===== src/rtl/cpu_types_pkg.sv =====
// Shared CPU fetch-stage types.
//   word_t            : default 32-bit machine word
//   pcsrc_t           : next-PC source select encoding
//   RAS_DEPTH_DEFAULT : default return-address-stack depth
package cpu_types_pkg;

  localparam int unsigned WORD_W            = 32;
  localparam int unsigned RAS_DEPTH_DEFAULT = 4;

  typedef logic [WORD_W-1:0] word_t;

  typedef enum logic [1:0] {
    PC_SEQ = 2'd0,
    PC_BR  = 2'd1,
    PC_J   = 2'd2,
    PC_JR  = 2'd3
  } pcsrc_t;

endpackage


===== src/rtl/ras_stack.sv =====
// Circular LIFO of return addresses with push/pop/replace.
//   clk, rst        : clock, synchronous active-high reset
//   i_push, i_pop   : operation requests (both = replace top)
//   i_din           : value to push
//   o_top           : top entry, 0 when empty
//   o_count         : number of valid entries
//   o_overflow      : sticky, push while full
//   o_underflow     : sticky, pop while empty
module ras_stack #(
  parameter int unsigned WIDTH = 32,
  parameter int unsigned DEPTH = 4
) (
  input  logic                     clk,
  input  logic                     rst,
  input  logic                     i_push,
  input  logic                     i_pop,
  input  logic [WIDTH-1:0]         i_din,
  output logic [WIDTH-1:0]         o_top,
  output logic [$clog2(DEPTH):0]   o_count,
  output logic                     o_overflow,
  output logic                     o_underflow
);

  localparam int unsigned PW = $clog2(DEPTH);
  localparam int unsigned CW = PW + 1;

  logic [WIDTH-1:0] r_mem [DEPTH];
  logic [PW-1:0]    r_sp;
  logic [CW-1:0]    r_count;
  logic             r_ovf;
  logic             r_unf;

  logic             w_empty;
  logic             w_full;
  logic [PW-1:0]    w_sp_n;
  logic [CW-1:0]    w_cnt_n;
  logic             w_wr;
  logic [PW-1:0]    w_wr_idx;
  logic             w_ovf_n;
  logic             w_unf_n;

  assign w_empty = (r_count == '0);
  assign w_full  = (r_count == CW'(DEPTH));

  // Next pointer/count/flags. A pop on a non-empty stack is resolved first;
  // if a push accompanies it the top slot is simply overwritten.
  always_comb begin
    w_sp_n   = r_sp;
    w_cnt_n  = r_count;
    w_wr     = 1'b0;
    w_wr_idx = r_sp;
    w_ovf_n  = r_ovf;
    w_unf_n  = r_unf;
    if (i_pop && !w_empty) begin
      if (i_push) begin
        w_wr     = 1'b1;
        w_wr_idx = r_sp;
      end else begin
        w_sp_n  = r_sp - PW'(1);
        w_cnt_n = r_count - CW'(1);
      end
    end else begin
      if (i_pop) w_unf_n = 1'b1;
      if (i_push) begin
        // When full, sp+1 is the oldest slot, so it is overwritten.
        w_sp_n   = r_sp + PW'(1);
        w_wr     = 1'b1;
        w_wr_idx = r_sp + PW'(1);
        if (w_full) w_ovf_n = 1'b1;
        else        w_cnt_n = r_count + CW'(1);
      end
    end
  end

  // State registers.
  always_ff @(posedge clk) begin
    if (rst) begin
      r_sp    <= '0;
      r_count <= '0;
      r_ovf   <= 1'b0;
      r_unf   <= 1'b0;
      for (int i = 0; i < int'(DEPTH); i++) r_mem[i] <= '0;
    end else begin
      r_sp    <= w_sp_n;
      r_count <= w_cnt_n;
      r_ovf   <= w_ovf_n;
      r_unf   <= w_unf_n;
      if (w_wr) r_mem[w_wr_idx] <= i_din;
    end
  end

  assign o_top       = w_empty ? '0 : r_mem[r_sp];
  assign o_count     = r_count;
  assign o_overflow  = r_ovf;
  assign o_underflow = r_unf;

endmodule


===== src/rtl/pc_ras.sv =====
// Fetch-stage program counter with return-address stack.
//   CLK, RST                 : clock, synchronous active-high reset
//   pc_en, halt              : advance enable, permanent freeze until reset
//   pc_src, branch_taken     : next-PC source select and branch outcome
//   branch_target, imm26     : branch / jump targets
//   regval                   : jr register value
//   is_call, is_ret          : jal push, jr $31 pop
//   imemaddr                 : current PC
//   ras_top, ras_count       : stack top and occupancy
//   ret_mismatch             : one-cycle pulse, predicted return != regval
//   ras_overflow/underflow   : sticky stack error flags
module pc_ras
  import cpu_types_pkg::*;
#(
  parameter int unsigned       WIDTH     = 32,
  parameter logic [WIDTH-1:0]  PC_INIT   = '0,
  parameter int unsigned       RAS_DEPTH = RAS_DEPTH_DEFAULT
) (
  input  logic                         CLK,
  input  logic                         RST,
  input  logic                         pc_en,
  input  logic                         halt,
  input  logic [1:0]                   pc_src,
  input  logic                         branch_taken,
  input  logic [WIDTH-1:0]             branch_target,
  input  logic [25:0]                  imm26,
  input  logic [WIDTH-1:0]             regval,
  input  logic                         is_call,
  input  logic                         is_ret,
  output logic [WIDTH-1:0]             imemaddr,
  output logic [WIDTH-1:0]             ras_top,
  output logic [$clog2(RAS_DEPTH):0]   ras_count,
  output logic                         ret_mismatch,
  output logic                         ras_overflow,
  output logic                         ras_underflow
);

  logic [WIDTH-1:0] r_pc;
  logic             r_halted;
  logic             r_mismatch;

  pcsrc_t           w_src;
  logic             w_adv;
  logic             w_push;
  logic             w_pop;
  logic [WIDTH-1:0] w_pc4;
  logic [WIDTH-1:0] w_pc_n;
  logic             w_mismatch_n;

  assign w_src  = pcsrc_t'(pc_src);
  // halt in the same cycle already blocks the advance.
  assign w_adv  = pc_en && !halt && !r_halted;
  assign w_pc4  = r_pc + WIDTH'(4);
  assign w_push = w_adv && is_call;
  assign w_pop  = w_adv && is_ret && (w_src == PC_JR);

  // Next-PC select.
  always_comb begin
    w_pc_n = r_pc;
    if (w_adv) begin
      case (w_src)
        PC_SEQ:  w_pc_n = w_pc4;
        PC_BR:   w_pc_n = branch_taken ? branch_target : w_pc4;
        PC_J:    w_pc_n = {w_pc4[WIDTH-1:28], imm26, 2'b00};
        PC_JR:   w_pc_n = regval;
        default: w_pc_n = w_pc4;
      endcase
    end
  end

  // Mismatch only for a real pop; compared against the pre-update top.
  assign w_mismatch_n = w_pop && (ras_count != '0) && (ras_top != regval);

  always_ff @(posedge CLK) begin
    if (RST) begin
      r_pc       <= PC_INIT;
      r_halted   <= 1'b0;
      r_mismatch <= 1'b0;
    end else begin
      r_pc       <= w_pc_n;
      r_mismatch <= w_mismatch_n;
      if (halt) r_halted <= 1'b1;
    end
  end

  ras_stack #(
    .WIDTH (WIDTH),
    .DEPTH (RAS_DEPTH)
  ) u_ras (
    .clk         (CLK),
    .rst         (RST),
    .i_push      (w_push),
    .i_pop       (w_pop),
    .i_din       (w_pc4),
    .o_top       (ras_top),
    .o_count     (ras_count),
    .o_overflow  (ras_overflow),
    .o_underflow (ras_underflow)
  );

  assign imemaddr     = r_pc;
  assign ret_mismatch = r_mismatch;

endmodule


===== config.mk =====
export PLATFORM = sky130hd
export DESIGN_NAME = pc_ras
export DESIGN_NICKNAME = d
export VERILOG_FILES = /design/src/rtl/cpu_types_pkg.sv /design/src/rtl/ras_stack.sv /design/src/rtl/pc_ras.sv
export SDC_FILE = /design/constraint.sdc
export NUM_CORES = 1
export LEC_CHECK = 0
export ABC_AREA = 0
export BUFFER_PORTS_ARGS = -buffer_cell sky130_fd_sc_hd__buf_4
export CAP_MARGIN = 20
export CORE_MARGIN = 1.5
export CORE_UTILIZATION = 45
export DETAILED_ROUTE_END_ITERATION = 10
export PLACE_DENSITY_LB_ADDON = 0.05
export SLEW_MARGIN = 20
export SYNTH_ARGS = -nofsm -noshare
export SYNTH_HDL_FRONTEND = slang
export SYNTH_SLANG_ARGS = --single-unit
export TNS_END_PERCENT = 20

===== constraint.sdc =====
create_clock -name CLK -period 15.66 [get_ports CLK]
set_clock_uncertainty 0.15 [all_clocks]
set_input_delay 3.132 -clock CLK [delete_from_list [all_inputs] [get_ports CLK]]
set_output_delay 3.132 -clock CLK [all_outputs]
set_load 0.05 [all_outputs]

-- Word level (Yosys, flattened, before mapping)
Memory sizes are Yosys's and may differ from the RTL's. A register that Yosys moved wholly into a read port is not among the register bits.
Index checks and enable logic that the tools add are counted.
W data, S select, Z words.
- shifts and indexed selects: 0
- div/mod/pow operators: 0
- reductions and logical operators: 19
- muxes and demuxes: 22
- add/sub/neg operators: 5
- multiply operators: 0
- $lt $le $gt $ge: 0
- equality and inequality tests: 7
- bitwise operators: 1
- operators by type and width (operator ; number):
    $pmux W32 S4 ; 1
    $mux W32 ; 3
    $add A32 B3 Y32 const B ; 1
    $ne A32 B32 Y1 ; 1
    $reduce_or A32 Y1 ; 1
    $mux W2 ; 7
    $mux W3 ; 4
    $logic_and A1 B1 Y1 ; 8
    $mux W1 ; 7
    $reduce_and A3 Y1 ; 2
    $eq A2 B2 Y1 const B ; 2
    $ne A2 B2 Y1 const B ; 2
    $add A3 B1 Y3 const B ; 1
    $eq A3 B3 Y1 const B ; 1
    $logic_not A1 Y1 ; 3
    $logic_not A3 Y1 ; 1
    $reduce_bool A3 Y1 ; 1
    $sub A3 B1 Y3 const B ; 1
    $add A2 B1 Y2 const B ; 1
    $eq A2 B1 Y1 const B ; 1
    $logic_not A2 Y1 ; 1
    $reduce_and A2 Y1 ; 1
    $reduce_bool A2 Y1 ; 1
    $sub A2 B1 Y2 const B ; 1
    $not A1 Y1 ; 1
- latch bits: 0
- bits in registers: 41
- output and inout bits: 70
- RAM bits: 128
- bits of input ports: 99
- bits in read-only memories: 0
- memories: 1
- memory list (name ; words ; width ; read ports ; clocked after memory_dff ; write ports ; RTL line ; text):
    u_ras.r_mem ; 4 ; 32 ; 1 ; 1 ; 4 ; ras_stack.sv:27 ; logic [WIDTH-1:0] r_mem [DEPTH];

-- Depth between registers and ports, before layout
- depth in word-level cells: 10
- mapped depth: 10
- depth with buffers taken out: 9

-- Hierarchy
From an unflattened synthesis, not the netlist that was laid out.
- cells, all modules: 865
- area, all modules: 9449.1 um^2
- by module, submodules not included (module ; instances ; cells each ; seq. area each (um^2) ; area an instance (um^2)):
    ras_stack ; 1 ; 438 ; 4023.9 ; 6109.6
    pc_ras ; 1 ; 427 ; 680.7 ; 3339.5

-- Worst setup path before layout
Ideal clock, no wire load.
- path kind: in2reg
- start point: in halt
- end point: mem u_ras.r_mem[2][0] (enable)
- path buffers: 2
- arrival time: 6884 ps
- slack: 8160 ps
- cell stages on the path: 8
- required time: 15044 ps
- path through: or3b_1 clkbuf_1 or3_1 buf_2 or2_1 nor2_1 a31oi_1 o21ai_0
- RTL lines (item ; RTL line ; text):
    start, declared ; pc_ras.sv:22 ; input logic halt,
    end, declared ; ras_stack.sv:27 ;

==> insert_results.sql <==
INSERT INTO impl_metrics (metric_group, metric, value, unit) VALUES
('yosys', 'yosys_warnings', '0', ''),
('setup_path', 'timing.reg2reg.setup_slack', '11.21', 'ns'),
('run_status', 'status', 'finished clean', ''),
('die', 'placement_rows', '52', ''),
('cts', 'cts_buffer_depth', '2', ''),
('yosys', 'yosys-top-cells-count', '136 x nor2_1, 128 x edfxtp_1, 78 x nand2_1', ''),
('setup_path', 'worst_setup_path_start_kind', 'input port', ''),
('yosys', 'proportion_of_synthesized_chip_area_in_sequential_cells', '50.1', '%'),
('yosys', 'yosysTopAreaCellShare', '40.9', '%'),
('setup_path', 'worst_endpoint_data_arrival_time', '6.89', 'ns'),
('power', 'powerDensity', '96.7', 'nW/um^2'),
('setup_path', 'critPathMaxFanout', '33', ''),
('setup_path', 'critical_path_capture_point_type', 'flip-flop', ''),
('cts', 'clock_sinks', '171', ''),
('yosys', 'post-synth-top-count-cell', 'nor2_1', ''),
('cts', 'clock-root-buffer', 'clkbuf_16', ''),
('sta', 'fin_hold_ws', '0.328', 'ns'),
('die', 'floorplan.die.height', '148', 'um'),
('die', 'initial_core_util', '46.1', '%'),
('yosys', 'dominantRegCellSynth', 'edfxtp_1', ''),
('global_route', 'grt_antenna_before_repair', '0', ''),
('cts', 'holdBufCountCts', '0', ''),
('sta', 'fmaxAchievable', '144', 'MHz'),
('yosys', 'synth_edf_count', '128', ''),
('sta', 'max-slew-margin-rel', '32.7', '%'),
('cells_and_area', 'fin_area', '11400', 'sq um'),
('yosys', 'synth.top_cells.by_area', 'edfxtp_1 41%, dfxtp_1 9.2%, mux4_2 6.5%', ''),
('yosys', 'post-synth-top-area-cell', 'edfxtp_1', ''),
('yosys', 'synth_cell_type_count', '65', ''),
('yosys', 'syn_area_per_cell', '10.4', 'sq um'),
('power', 'vdd_ir_max', '0.0000683', 'V'),
('hold_path', 'worst_hold_path_type', 'flip-flop to flip-flop', ''),
('cts', 'htree_num_levels', '4', ''),
('cells_and_area', 'post_route_cells_drive_above_1_share', '25.3', '%'),
('place', 'routabilityCongestion', '0.850', ''),
('yosys', 'synthesis.nets', '1003', ''),
('cts', 'cts_made_buffers', '17', ''),
('die', 'core_region_area', '20400', 'sq um'),
('yosys', 'synthesis_stage_register_bit_count', '171', ''),
('cts', 'tritoncts_clock_tree', 'yes', ''),
('setup_path', 'worst-endpoint-required', '15.61', 'ns'),
('sta', 'hold_viol', '0', ''),
('sta', 'finalCritPeriodShare', '44.3', '%'),
('setup_path', 'path_class', 'input port to flip-flop', ''),
('sta', 'worst_pin_slew', '1.01', 'ns'),
('global_route', 'gr-total-overflow', '0', ''),
('power', 'totalPowerFinal', '1.11', 'mW'),
('routing', 'avgRoutedWirePerCell', '22.3', 'um'),
('die', 'design.portCount', '169', ''),
('cells_and_area', 'area.sequential', '4710', 'sq um'),
('sta', 'period_minus_slack', '6.94', 'ns'),
('routing', 'route.detailed.vias_per_inst', '5.77', ''),
('global_route', 'grt_start_max_net_pins', '50', ''),
('cells_and_area', 'nFillCells', '1814', ''),
('sta', 'rsz0062_at_grt', 'no', ''),
('routing', 'vias', '7627', ''),
('cells_and_area', 'final_core_utilization', '56.2', '%'),
('routing', 'detailedRoute.firstIterationViolations', '577', ''),
('routing', 'remaining_number_of_nets_flagged_by_the_antenna_check_after_routing', '0', ''),
('cts', 'path_clk_slew', '0.07', 'ns'),
('sta', 'setup_viol', '0', ''),
('place', 'post-dp-hpwl', '21.5', 'mm'),
('die', 'floorplan.die.width', '148', 'um'),
('cts', 'worst_skew_pair.late_latency', '0.42', 'ns'),
('cells_and_area', 'area_delta_synth_final', '21.7', '%'),
('power', 'total_leakage_power', '4.38', 'nW'),
('sta', 'setup_tns', '0', 'ns'),
('global_route', 'grt.total_usage', '27.4', '%'),
('die', 'die_area', '21800', 'sq um'),
('sta', 'final-max-slew-violation-count', '0', ''),
('global_route', 'grt_pass1_wl', '43.8', 'mm');
==> cell type report <==
type | count | area share (%)
Inverter | 48 | 1.58
Timing Repair Buffer | 179 | 11.8
Clock inverter | 11 | 1.29
Tap cell | 270 | 2.95
Multi-Input combinational cell | 624 | 37.5
Sequential cell | 171 | 41.2
Clock buffer | 19 | 3.79
==> critical path: stages <==
cell and delay (ns):
buf_4 0.11, nor2_1 0.12, and2_1 0.80, nand2_1 0.34, inv_1 0.23, and2_1 0.80
nand2_1 0.15, buf_4 0.30, nand2_1 0.51, buf_4 0.37
==> where the power goes <==
part	internal [mW]	switching [mW]	total, mW
combinational	0.0621	0.102	0.164
sequential	0.504	0.0129	0.517
clock	0.250	0.176	0.426
total	0.816	0.290	1.11
==> metrics by stage <==
stage | setup slack, ns | std cells
global route | 8.41 | 1322
detailed placement | 8.37 | 1292
CTS | 8.81 | 1322
floorplan | 8.16 | 901
finish | 8.72 | 1322
global placement | 8.51 | 1292
==> registers in the layout (all words and copies together), names as in the netlist, named ones only <==
name / flops
u_ras.r_sp: 2
imemaddr: 32
r_halted: 1
u_ras.o_overflow: 1
ret_mismatch: 1
u_ras.o_count: 3
u_ras.o_underflow: 1
u_ras.r_mem: 128
==> cell families (layout without fill, tap and decap cells) <==
logic type	after synthesis	count (layout)	synth area share (%)
fa+ha+maj	3	3	0.479
flops	171	171	50.1
buf+inv	106	257	4.62
compound gates	174	174	12.4
xor+xnor	43	43	4.01
mux	57	57	11.0
simple gates	347	347	17.4
==> metal layers <==
layer / wire (um) / track usage (%)
met5: 0 / 0
met4: 786 / 8.30
met1: 12200 / 35.8
met2: 14800 / 46.3
met3: 1640 / 5.28
==> path summary, 6_finish.rpt <==
kind                                        from                              end  cells after the start
hold reg to reg   u_ras.o_underflow$_SDFFE_PP0P_   u_ras.o_underflow$_SDFFE_PP0P_                      2
hold / removal    u_ras.o_underflow$_SDFFE_PP0P_   u_ras.o_underflow$_SDFFE_PP0P_                      2
setup / recovery                            halt  u_ras.r_mem[0][9]$_SDFFCE_PN0P_                     10
setup reg to reg           r_halted$_SDFFE_PP0P_  u_ras.r_mem[0][9]$_SDFFCE_PN0P_                      9
==> layout by cell type, fill, tap and decap left out, types with 6 or more instances in the layout <==
| cell type | synthesis | routed |
|---|---|---|
| nand3_1 | 23 | 23 |
| mux2_2 | 22 | 22 |
| a221oi_1 | 19 | 19 |
| buf_4 | 0 | 179 |
| nand4_1 | 9 | 9 |
| clkbuf_16 | 0 | 17 |
| edfxtp_1 | 128 | 128 |
| dfxtp_1 | 43 | 42 |
| a211oi_1 | 15 | 15 |
| inv_1 | 47 | 47 |
| and2_1 | 36 | 36 |
| mux4_2 | 27 | 27 |
| xor2_1 | 8 | 8 |
| nor2_1 | 136 | 135 |
| xnor2_1 | 35 | 35 |
| a32oi_1 | 7 | 7 |
| nor3b_1 | 10 | 10 |
| mux4_1 | 6 | 6 |
| nor3_1 | 19 | 19 |
| and3_1 | 10 | 10 |
| nand2_1 | 78 | 78 |
| o21ai_0 | 44 | 43 |
| a22oi_1 | 6 | 6 |
| a21oi_1 | 41 | 40 |
| a221o_1 | 8 | 8 |
Note: power is estimated with default switching activity, not from simulation.
